`src/rtl/bootstrap_loader_if.sv`:
```
// Pin bundle for bootstrap_loader: micro boot-control lines, flash SPI pins and async SRAM pins.
// master = loader side, slave = board/micro side.
interface bootstrap_loader_if #(
   parameter int ADDR_W = 23,
   parameter int DATA_W = 16
);
   logic [ADDR_W-1:0] micro_addr;
   logic              boot_init;
   logic [DATA_W-1:0] magic_word;
   logic [8:0]        image_len;
   logic              write_en;
   logic              micro_req;
   logic [2:0]        flags;
   logic              init_done;
   logic [ADDR_W-1:0] sram_addr;
   logic [DATA_W-1:0] sram_data;
   logic              sram_cs_n;
   logic              sram_we_n;
   logic              sram_oe_n;
   logic              sram_adv_n;
   logic [1:0]        sram_lb_ub_n;
   logic              sram_wait;
   logic              error;
   logic              miso;
   logic              mosi;
   logic              ss_n;
   logic              sck;

   modport master (
      input  micro_addr, boot_init, magic_word, image_len, write_en, micro_req, miso,
      output flags, init_done, sram_addr, sram_data, sram_cs_n, sram_we_n, sram_oe_n,
             sram_adv_n, sram_lb_ub_n, sram_wait, error, mosi, ss_n, sck
   );

   modport slave (
      output micro_addr, boot_init, magic_word, image_len, write_en, micro_req, miso,
      input  flags, init_done, sram_addr, sram_data, sram_cs_n, sram_we_n, sram_oe_n,
             sram_adv_n, sram_lb_ub_n, sram_wait, error, mosi, ss_n, sck
   );
endinterface

```
`src/rtl/bootstrap_loader.sv`:
```
// Boot loader: copies a SPI-flash image (magic word first) into async SRAM, then grants the micro SRAM reads.
// Latency: 2*SCK_DIV clocks per SPI bit plus a 6-clock SRAM write per word; BOOTSTRAP_CHECKSUM_EN adds a checked trailing word.
// Backpressure: write_en low parks the loader in WRITE with SCK held low and SS still asserted.
module bootstrap_loader #(
   parameter int          ADDR_W     = 23,
   parameter int          DATA_W     = 16,
   parameter int          SCK_DIV    = 4,
   parameter logic [23:0] FLASH_BASE = 24'h0
) (
   input logic                clk,
   input logic                rst_n,
   bootstrap_loader_if.master bus
);
`ifdef BOOTSTRAP_CHECKSUM_EN
   typedef enum logic [2:0] {IDLE, CMD, MAGIC, READ, WRITE, CHECK, DONE, ERROR} state_t;
`else
   typedef enum logic [2:0] {IDLE, CMD, MAGIC, READ, WRITE, DONE, ERROR} state_t;
`endif

   localparam int DIV_W    = (SCK_DIV > 1) ? $clog2(SCK_DIV) : 1;
   localparam int MAX_BITS = (DATA_W > 32) ? DATA_W : 32;
   localparam int BIT_W    = $clog2(MAX_BITS + 1);
   localparam logic [BIT_W-1:0] CMD_LAST  = BIT_W'(31);
   localparam logic [BIT_W-1:0] WORD_LAST = BIT_W'(DATA_W - 1);
   localparam logic [DIV_W-1:0] DIV_LAST  = DIV_W'(SCK_DIV - 1);

   state_t            state_q, state_d;
   logic              init_q;
   logic [DIV_W-1:0]  div_cnt;
   logic [BIT_W-1:0]  bit_cnt;
   logic              sck_q;
   logic              ss_q;
   logic [31:0]       cmd_sr;
   logic [DATA_W-1:0] rx_sr;
   logic [DATA_W-1:0] word_q;
   logic [DATA_W-1:0] magic_q;
   logic [8:0]        len_q;
   logic [ADDR_W-1:0] wr_addr;
   logic [2:0]        wcyc;
`ifdef BOOTSTRAP_CHECKSUM_EN
   logic [DATA_W-1:0] sum_q;
`endif

   logic start, shifting, busy, tick, rise, fall, last_bit, last_word, wr_done;
   logic in_wr, wr_strobe, micro_rd;

   always_comb begin
      shifting = 1'b0;
      case (state_q)
         CMD, MAGIC, READ: shifting = 1'b1;
`ifdef BOOTSTRAP_CHECKSUM_EN
         CHECK:            shifting = 1'b1;
`endif
         default:          shifting = 1'b0;
      endcase
   end

   assign busy      = shifting || (state_q == WRITE);
   assign start     = bus.boot_init && !init_q &&
                      (state_q == IDLE || state_q == DONE || state_q == ERROR);
   assign tick      = (div_cnt == DIV_LAST);
   assign rise      = shifting && tick && !sck_q;
   assign fall      = shifting && tick && sck_q;
   // A bit is complete on the falling SCK edge that follows its sample point.
   assign last_bit  = fall && (bit_cnt == ((state_q == CMD) ? CMD_LAST : WORD_LAST));
   assign last_word = (wr_addr == ADDR_W'(len_q));
   assign wr_done   = (state_q == WRITE) && (wcyc == 3'd5);

   always_comb begin
      state_d = state_q;
      case (state_q)
         IDLE, DONE, ERROR: if (start) state_d = CMD;
         CMD:   if (last_bit) state_d = MAGIC;
         MAGIC: if (last_bit) state_d = (rx_sr == magic_q) ? READ : ERROR;
         READ:  if (last_bit) state_d = WRITE;
         WRITE: begin
            if (wr_done) begin
               if (!last_word) begin
                  state_d = READ;
               end else begin
`ifdef BOOTSTRAP_CHECKSUM_EN
                  state_d = CHECK;
`else
                  state_d = DONE;
`endif
               end
            end
         end
`ifdef BOOTSTRAP_CHECKSUM_EN
         CHECK: if (last_bit) state_d = (rx_sr == sum_q) ? DONE : ERROR;
`endif
         default: state_d = IDLE;
      endcase
   end

   always_ff @(posedge clk or negedge rst_n) begin
      if (!rst_n) begin
         state_q <= IDLE;
         init_q  <= 1'b0;
         div_cnt <= '0;
         bit_cnt <= '0;
         sck_q   <= 1'b0;
         ss_q    <= 1'b1;
         cmd_sr  <= '0;
         rx_sr   <= '0;
         word_q  <= '0;
         magic_q <= '0;
         len_q   <= '0;
         wr_addr <= '0;
         wcyc    <= '0;
`ifdef BOOTSTRAP_CHECKSUM_EN
         sum_q   <= '0;
`endif
      end else begin
         state_q <= state_d;
         init_q  <= bus.boot_init;
         ss_q    <= (state_d == IDLE) || (state_d == DONE) || (state_d == ERROR);
         if (start) begin
            len_q   <= bus.image_len;
            magic_q <= bus.magic_word;
            cmd_sr  <= {8'h03, FLASH_BASE};
            div_cnt <= '0;
            bit_cnt <= '0;
            sck_q   <= 1'b0;
            wr_addr <= '0;
            wcyc    <= '0;
`ifdef BOOTSTRAP_CHECKSUM_EN
            sum_q   <= '0;
`endif
         end else if (shifting) begin
            div_cnt <= tick ? '0 : div_cnt + 1'b1;
            if (tick) sck_q <= !sck_q;
            if (rise) rx_sr <= {rx_sr[DATA_W-2:0], bus.miso};
            if (fall) begin
               bit_cnt <= last_bit ? '0 : bit_cnt + 1'b1;
               if (state_q == CMD) cmd_sr <= {cmd_sr[30:0], 1'b0};
            end
            if (last_bit && state_q == READ) begin
               word_q <= rx_sr;
`ifdef BOOTSTRAP_CHECKSUM_EN
               sum_q  <= sum_q + rx_sr;
`endif
            end
         end else if (state_q == WRITE) begin
            // wcyc 0 = waiting for write permit, 1..5 = SRAM cycle c0..c4
            if (wcyc == 3'd0) begin
               if (bus.write_en) wcyc <= 3'd1;
            end else if (wcyc == 3'd5) begin
               wcyc    <= 3'd0;
               wr_addr <= wr_addr + 1'b1;
            end else begin
               wcyc <= wcyc + 3'd1;
            end
         end
      end
   end

   assign in_wr     = (state_q == WRITE);
   assign wr_strobe = in_wr && (wcyc >= 3'd1) && (wcyc <= 3'd4);
   assign micro_rd  = (state_q == DONE) && bus.micro_req;

   assign bus.sram_addr    = micro_rd ? bus.micro_addr : (in_wr ? wr_addr : '0);
   assign bus.sram_data    = in_wr ? word_q : '0;
   assign bus.sram_cs_n    = !(micro_rd || wr_strobe);
   assign bus.sram_we_n    = !(in_wr && (wcyc >= 3'd2) && (wcyc <= 3'd4));
   assign bus.sram_oe_n    = !micro_rd;
   assign bus.sram_adv_n   = !(micro_rd || (in_wr && wcyc == 3'd1));
   assign bus.sram_lb_ub_n = (micro_rd || wr_strobe) ? 2'b00 : 2'b11;
   assign bus.sram_wait    = busy;
   assign bus.flags        = {state_q == ERROR, state_q == DONE, busy};
   assign bus.init_done    = (state_q == DONE);
   assign bus.error        = (state_q == ERROR);
   assign bus.mosi         = cmd_sr[31];
   assign bus.ss_n         = ss_q;
   assign bus.sck          = sck_q;
endmodule

```
`src/flat_wrapper.sv`:
```
// flat-port wrapper written by rule: the top's interface ports become plain ports
module bootstrap_loader_flat 
#(
   parameter int          ADDR_W     = 23,
   parameter int          DATA_W     = 16,
   parameter int          SCK_DIV    = 4,
   parameter logic [23:0] FLASH_BASE = 24'h0
)
  (clk, rst_n, bus_micro_addr, bus_boot_init, bus_magic_word, bus_image_len, bus_write_en, bus_micro_req, bus_miso, bus_flags, bus_init_done, bus_sram_addr, bus_sram_data, bus_sram_cs_n, bus_sram_we_n, bus_sram_oe_n, bus_sram_adv_n, bus_sram_lb_ub_n, bus_sram_wait, bus_error, bus_mosi, bus_ss_n, bus_sck);
  bootstrap_loader_if #(.ADDR_W(ADDR_W), .DATA_W(DATA_W)) bus_i ();
  input logic clk;
  input logic rst_n;
  input wire logic [$bits(bus_i.micro_addr)-1:0] bus_micro_addr;
  input wire logic [$bits(bus_i.boot_init)-1:0] bus_boot_init;
  input wire logic [$bits(bus_i.magic_word)-1:0] bus_magic_word;
  input wire logic [$bits(bus_i.image_len)-1:0] bus_image_len;
  input wire logic [$bits(bus_i.write_en)-1:0] bus_write_en;
  input wire logic [$bits(bus_i.micro_req)-1:0] bus_micro_req;
  input wire logic [$bits(bus_i.miso)-1:0] bus_miso;
  output wire logic [$bits(bus_i.flags)-1:0] bus_flags;
  output wire logic [$bits(bus_i.init_done)-1:0] bus_init_done;
  output wire logic [$bits(bus_i.sram_addr)-1:0] bus_sram_addr;
  output wire logic [$bits(bus_i.sram_data)-1:0] bus_sram_data;
  output wire logic [$bits(bus_i.sram_cs_n)-1:0] bus_sram_cs_n;
  output wire logic [$bits(bus_i.sram_we_n)-1:0] bus_sram_we_n;
  output wire logic [$bits(bus_i.sram_oe_n)-1:0] bus_sram_oe_n;
  output wire logic [$bits(bus_i.sram_adv_n)-1:0] bus_sram_adv_n;
  output wire logic [$bits(bus_i.sram_lb_ub_n)-1:0] bus_sram_lb_ub_n;
  output wire logic [$bits(bus_i.sram_wait)-1:0] bus_sram_wait;
  output wire logic [$bits(bus_i.error)-1:0] bus_error;
  output wire logic [$bits(bus_i.mosi)-1:0] bus_mosi;
  output wire logic [$bits(bus_i.ss_n)-1:0] bus_ss_n;
  output wire logic [$bits(bus_i.sck)-1:0] bus_sck;
  assign bus_i.micro_addr = bus_micro_addr;
  assign bus_i.boot_init = bus_boot_init;
  assign bus_i.magic_word = bus_magic_word;
  assign bus_i.image_len = bus_image_len;
  assign bus_i.write_en = bus_write_en;
  assign bus_i.micro_req = bus_micro_req;
  assign bus_i.miso = bus_miso;
  assign bus_flags = bus_i.flags;
  assign bus_init_done = bus_i.init_done;
  assign bus_sram_addr = bus_i.sram_addr;
  assign bus_sram_data = bus_i.sram_data;
  assign bus_sram_cs_n = bus_i.sram_cs_n;
  assign bus_sram_we_n = bus_i.sram_we_n;
  assign bus_sram_oe_n = bus_i.sram_oe_n;
  assign bus_sram_adv_n = bus_i.sram_adv_n;
  assign bus_sram_lb_ub_n = bus_i.sram_lb_ub_n;
  assign bus_sram_wait = bus_i.sram_wait;
  assign bus_error = bus_i.error;
  assign bus_mosi = bus_i.mosi;
  assign bus_ss_n = bus_i.ss_n;
  assign bus_sck = bus_i.sck;
  bootstrap_loader #(.ADDR_W(ADDR_W), .DATA_W(DATA_W), .SCK_DIV(SCK_DIV), .FLASH_BASE(FLASH_BASE)) u_core (.clk(clk), .rst_n(rst_n), .bus(bus_i));
endmodule
```
`config.mk`:
```
export PLATFORM = sky130hd
export DESIGN_NAME = bootstrap_loader_flat
export DESIGN_NICKNAME = d
export VERILOG_FILES = /design/src/rtl/bootstrap_loader_if.sv /design/src/rtl/bootstrap_loader.sv /design/src/flat_wrapper.sv
export SDC_FILE = /design/constraint.sdc
export NUM_CORES = 1
export LEC_CHECK = 0
export ABC_AREA = 1
export CAP_MARGIN = 40
export CORE_MARGIN = 1.5
export CORE_UTILIZATION = 50
export CTS_CLUSTER_DIAMETER = 30
export CTS_CLUSTER_SIZE = 10
export DETAILED_ROUTE_END_ITERATION = 7
export GPL_TIMING_DRIVEN = 0
export PLACE_DENSITY = 0.86
export SYNTH_ARGS = -nofsm -noshare
export SYNTH_HDL_FRONTEND = slang
export SYNTH_SLANG_ARGS = --single-unit
```
`constraint.sdc`:
```
create_clock -name clk -period 2.8 [get_ports clk]
set_clock_uncertainty 0.1 [all_clocks]
set_input_delay 0.56 -clock clk [delete_from_list [all_inputs] [get_ports clk]]
set_output_delay 0.56 -clock clk [all_outputs]
set_load 0.02 [all_outputs]
```
======== After elaboration in Yosys (flattened, before gate mapping) ========
Cells that the tools add are included.
operators by class
  multiplexer cells ....................... 39
  add/sub/neg operators ................... 4
  order comparisons ....................... 3
  bitwise operators ....................... 1
  reduce and logical (&&, ||, !) cells .... 45
  equality and inequality tests ........... 17
operators with widths
  cell                                           count
  2-to-1 mux 23 bit                              7
  2-to-1 mux 32 bit                              4
  2-to-1 mux 3 bit                               13
  2-to-1 mux 6 bit                               4
  adder 23 x 1 -> 23 bit, second input constant  1
  == test 23 x 9 -> 1 bit                        1
  == test 3 bit, second input constant           6
  == test 16 bit                                 1
  2-to-1 mux 16 bit                              1
  one-hot mux 3 bit (5 select lines)             1
  logical AND 1 bit                              14
  AND reduction 3 bit                            4
  nonzero test 2 bit                             6
  logical NOT 3 bit                              3
  2-to-1 mux 2 bit                               4
  logical OR 1 bit                               7
  adder 6 x 1 -> 6 bit, second input constant    1
  == test 3 x 1 -> 1 bit, second input constant  2
  == test 3 x 2 -> 1 bit, second input constant  2
  == test 6 bit                                  1
  logical NOT 1 bit                              6
  OR reduction 3 bit                             2
  2-to-1 mux 5 bit                               1
  2-to-1 mux 1 bit                               4
  other kinds (11)                               13
word-level totals
  register bits ........................... 129
  output and inout port bits .............. 54
  logic and storage cells ................. 122
  input bits .............................. 54

======== Longest topological paths before layout ========
  depth in word-level cells ............... 11
  mapped depth ............................ 13
  gate-level depth less buffers ........... 13

======== Worst setup path before layout ========
Ideal clock, no wire load.
  path type ............................... flip-flop to output port
  start ................................... register u_core.state_q[0]
  end ..................................... output port bus_sram_addr[12]
  stages on the path, launching flop included .. 10
  data arrival time ....................... 1.674 ns
  path buffers ............................ 1
  setup slack ............................. 0.466 ns
  data required time ...................... 2.140 ns
  cells stage by stage .................... dfrtp_1 > inv_2 > nor2_2 > nand2_1 > inv_1 > nand2_1 > inv_1 > buf_2 > nand2_1 > o21ai_0
between the ends
  longest elaborated chain between the ends .. 3
  elaborated cells on any way between the ends .. 5
ends and longest elaborated chain
  what                     RTL line                 text
  from (decl)              bootstrap_loader.sv:27   state_t state_q, state_d;
  from (signal assigned)   bootstrap_loader.sv:115  state_q <= state_d;
  == test 3 bit            -
  named net bus_init_done  flat_wrapper.sv:21       output wire logic [$bits(bus_i.init_done)-1:0] bus_init_done;
  logical AND 1 bit        bootstrap_loader.sv:160  assign micro_rd = (state_q == DONE) && bus.micro_req;
  2-to-1 mux 23 bit        bootstrap_loader.sv:162  assign bus.sram_addr = micro_rd ? bus.micro_addr : (in_wr ? wr_addr : '0);
  to (decl)                flat_wrapper.sv:22       output wire logic [$bits(bus_i.sram_addr)-1:0] bus_sram_addr;
The timed path passes the listed nets, and every way through them passes these cells.

======== Worst setup path after layout ========
  start ................................... register u_core.state_q[1]
  end ..................................... output port bus_flags[0]
between the ends
  longest elaborated chain between the ends .. 4
  elaborated cells on any way between the ends .. 7
ends and longest elaborated chain
  what                                                                     RTL line                text
  == test 3 x 2 -> 1 bit / == test 3 x 1 -> 1 bit (equally long branches)  bootstrap_loader.sv:49  case (state_q)
  OR reduction 3 bit                                                       bootstrap_loader.sv:49
  2-to-1 mux 1 bit                                                         bootstrap_loader.sv:49
  logical OR 1 bit *                                                       bootstrap_loader.sv:58  assign busy = shifting || (state_q == WRITE);
  to (decl)                                                                flat_wrapper.sv:20      output wire logic [$bits(bus_i.flags)-1:0] bus_flags;
Mark *: on every way between the ends. The rest lies on a longest branch, timed or not.

==> impl_metrics.py <==
metrics = {
    "cts": {
        "cts_made_buffers": 9,
        "ctsHoldBuffers": 0,
        "clock_sinks": 105,
        "clockBufferDepth": 2,
        "clock_latency_ns": 0.35,
        "cts_tree": "yes",
        "root_buffer": "clkbuf_16",
        "clk_pin_slew_worst_paths_ns": 0.08,
        "cts_max_level": 3,
    },
    "logic_synthesis": {
        "ys_types": 42,
        "synth_area_um2": 5910,
        "synth_edf_count": 0,
        "synthesis.nets": 858,
        "async_flop_share_pct": 100,
        "ys_warn_count": 0,
        "avgSynthCellArea_um2": 7.38,
        "ys_seq_elements": 105,
        "syn_inst": 801,
        "synthFlopType": "dfrtp_1",
        "yosysSeqAreaShare_pct": 44.5,
    },
    "routing": {
        "num_vias": 5684,
        "detailedRoute.firstIterationViolations": 357,
        "drt_wl_total_um": 15800,
        "drt-vias-per-instance": 5.32,
        "wl_per_cell_um": 14.8,
        "ant_nets": 0,
        "drc": 0,
        "dr.pass1.iters": 5,
    },
    "sta": {
        "fmax_ghz": 0.371,
        "setup_tns_ns": 0,
        "rsz0062_at_grt": "true",
        "slew_headroom_pct": 52.6,
        "fin_crit_ns": 2.69,
        "setup-violations-final": 0,
        "tightest_slew_ns": 0.705,
        "hold_violations": 0,
        "slew_violations": 0,
        "fin_crit_sh_pct": 96.2,
    },
    "global_routing": {
        "gr-total-overflow": 0,
        "grt_max_degree": 62,
        "grt_usage_pct": 26.3,
        "first_global_vias": 5629,
        "antenna_found_initial": 0,
        "grt_pass1_wl_um": 26500,
    },
    "die": {
        "core-area_um2": 11500,
        "start_util_pct": 51.6,
        "dieArea_um2": 12500,
        "placementRows": 39,
        "die_x_um": 112,
        "die_y_um": 112,
        "num_io_pins": 108,
    },
    "placement": {
        "hpwlAfterDp_um": 11400,
        "gp_congestion": 0.941,
        "numPortBuffers": 107,
    },
    "finish": {
        "n_antenna_cell": 0,
        "layout_commonest_cell": "nand2_1",
        "final_cell_mix": "nand2_1, inv_1, dfrtp_1",
        "drive_gt1_share_pct": 10.5,
        "area_growth_pct": 25.3,
        "finalNetCount": 978,
    },
    "power_and_ir_drop": {
        "peakVddDrop_v": 0.000421,
        "powerDensity_nw_per_um2": 742,
        "total_power_mw": 5.50,
        "p_leak_nw": 3.59,
    },
    "setup_path": {
        "start_kind": "register",
        "cpLargestDelayFamily": "buffers and inverters",
        "cpPeakStageDelay_ns": 0.46,
        "worstPathCellList": "nor2_4 -> nand2_2 -> clkbuf_4 -> clkbuf_4 -> nand2_1 -> buf_4 -> dlygate4sd2_1",
        "worst_setup_path_end_kind": "primary output",
        "slowest_stage": "dfrtp_2",
        "cp_data_required_time_ns": 2.14,
        "r2r-start": "u_core.wr_addr[0]",
        "r2r_setup_slack_ns": 0.80,
        "r2r_end": "u_core.wr_addr[13]",
        "critical_path_class": "register to primary output",
        "rr_worst_depth": 6,
        "worstPathArrival_ns": 2.03,
        "cp_common_cell": "clkbuf_4",
        "worst-path-buf-inv": 4,
        "crit_fanout": 10,
    },
    "run": {
        "max-cap-violations": 0,
    },
    "hold_path": {
        "hold_class": "input port to asynchronous set/reset pin",
    },
    "status": {
        "status": "finished clean",
    },
}
==> layout make-up <==
type | instances | area [um^2]
clock inverters | 7 | 67.6
repair buffers | 109 | 995
fillers | 977 | 4060
inverters | 111 | 417
multi-input cells | 554 | 2710
clock buffers | 9 | 225
flip-flops and latches | 105 | 2630
well taps | 143 | 179
plain buffers | 31 | 185
==> cells in the mapped netlist, types with 6 or more instances <==
cell | number | area, um^2
xor2_1 | 18 | 158
nand2_1 | 230 | 863
a21oi_1 | 22 | 110
nand4_1 | 11 | 68.8
clkbuf_1 | 10 | 37.5
buf_2 | 14 | 70.1
o21ai_0 | 79 | 395
dfrtp_1 | 104 | 2600
nor2_1 | 79 | 297
o21ai_1 | 7 | 35.0
inv_1 | 106 | 398
nand3_1 | 34 | 170
nor3_1 | 16 | 80.1
xnor2_1 | 8 | 70.1
buf_4 | 6 | 45.0
==> metal layers <==
metal | up-vias | track usage (%) | routed length, um
met5 | - | 0 | 0
met4 | 0 | 11.1 | 441
met3 | 35 | 3.05 | 1040
met2 | 226 | 45.7 | 7910
met1 | 2655 | 33.3 | 6410
li1 | 2768 | - | -
==> where the power goes <==
part,internal [mW],total (mW),switching [mW],leakage [nW]
registers,1.99,2.43,0.447,1.35
logic,0.721,1.78,1.06,2.10
clock network,0.634,1.28,0.646,0.143
total,3.34,5.50,2.16,3.59
==> sequential cells by signal, indices dropped and copies added (netlist names) <==
register and flops:
u_core.bit_cnt 6, u_core.cmd_sr 8, u_core.len_q 9, u_core.magic_q 16, u_core.div_cnt 2, u_core.bus.sck 1, u_core.rx_sr 16, u_core.wr_addr 23
u_core.bus.ss_n 1, u_core.wcyc 3, u_core.state_q 3, u_core.init_q 1, u_core.word_q 16
==> what timing repair did <==
| item | 4_1_cts | 5_1_grt |
|---|---|---|
| gates resized for setup | 98 | 34 |
| pin swaps | 0 | 0 |
| gates cloned | 0 | 0 |
| endpoints found under the setup margin | 43 | 36 |
| buffers inserted | 0 | 1 |
==> worst max path at each step <==
stage	from	end	slack [ns]	cells after the start
global placement	rst_n	u_core.bit_cnt[3]	-2.89	1
floorplan	u_core.state_q[0]	bus_sram_addr[12]	0.47	9
global route	u_core.state_q[0]	bus_sram_addr[4]	-0.02	10
finish	u_core.state_q[1]	bus_flags[0]	0.11	7
detailed placement	u_core.state_q[0]	bus_flags[0]	-0.30	7
CTS	u_core.state_q[0]	bus_sram_addr[21]	-0.004	10
==> metrics by stage <==
step	utilization [%]	hold WS, ns	cells	setup slack, ns	instance area [um^2]
2_1_floorplan	-	0.164	801	0.466	5910
3_5_place_dp	62.7	0.355	1052	-0.298	7190
3_3_place_gp	62.5	0.351	1051	-2.89	7160
5_1_grt	64.6	0.155	1069	-0.0222	7410
6_report	64.6	0.108	1069	0.107	7410
4_1_cts	65.2	0.134	1068	-0.00428	7480
==> logic make-up after synthesis <==
family / after synthesis / synth area share, %
DFF: 105 / 44.5
xor gates and xnor gates: 26 / 3.85
buffers and inverters: 142 / 9.82
and+or+nand+nor: 394 / 28.8
muxes: 1 / 0.190
adders and majority gates: 3 / 0.635
AOI/OAI and AO/OA: 130 / 12.2
Power figures use the tool's default switching activity.
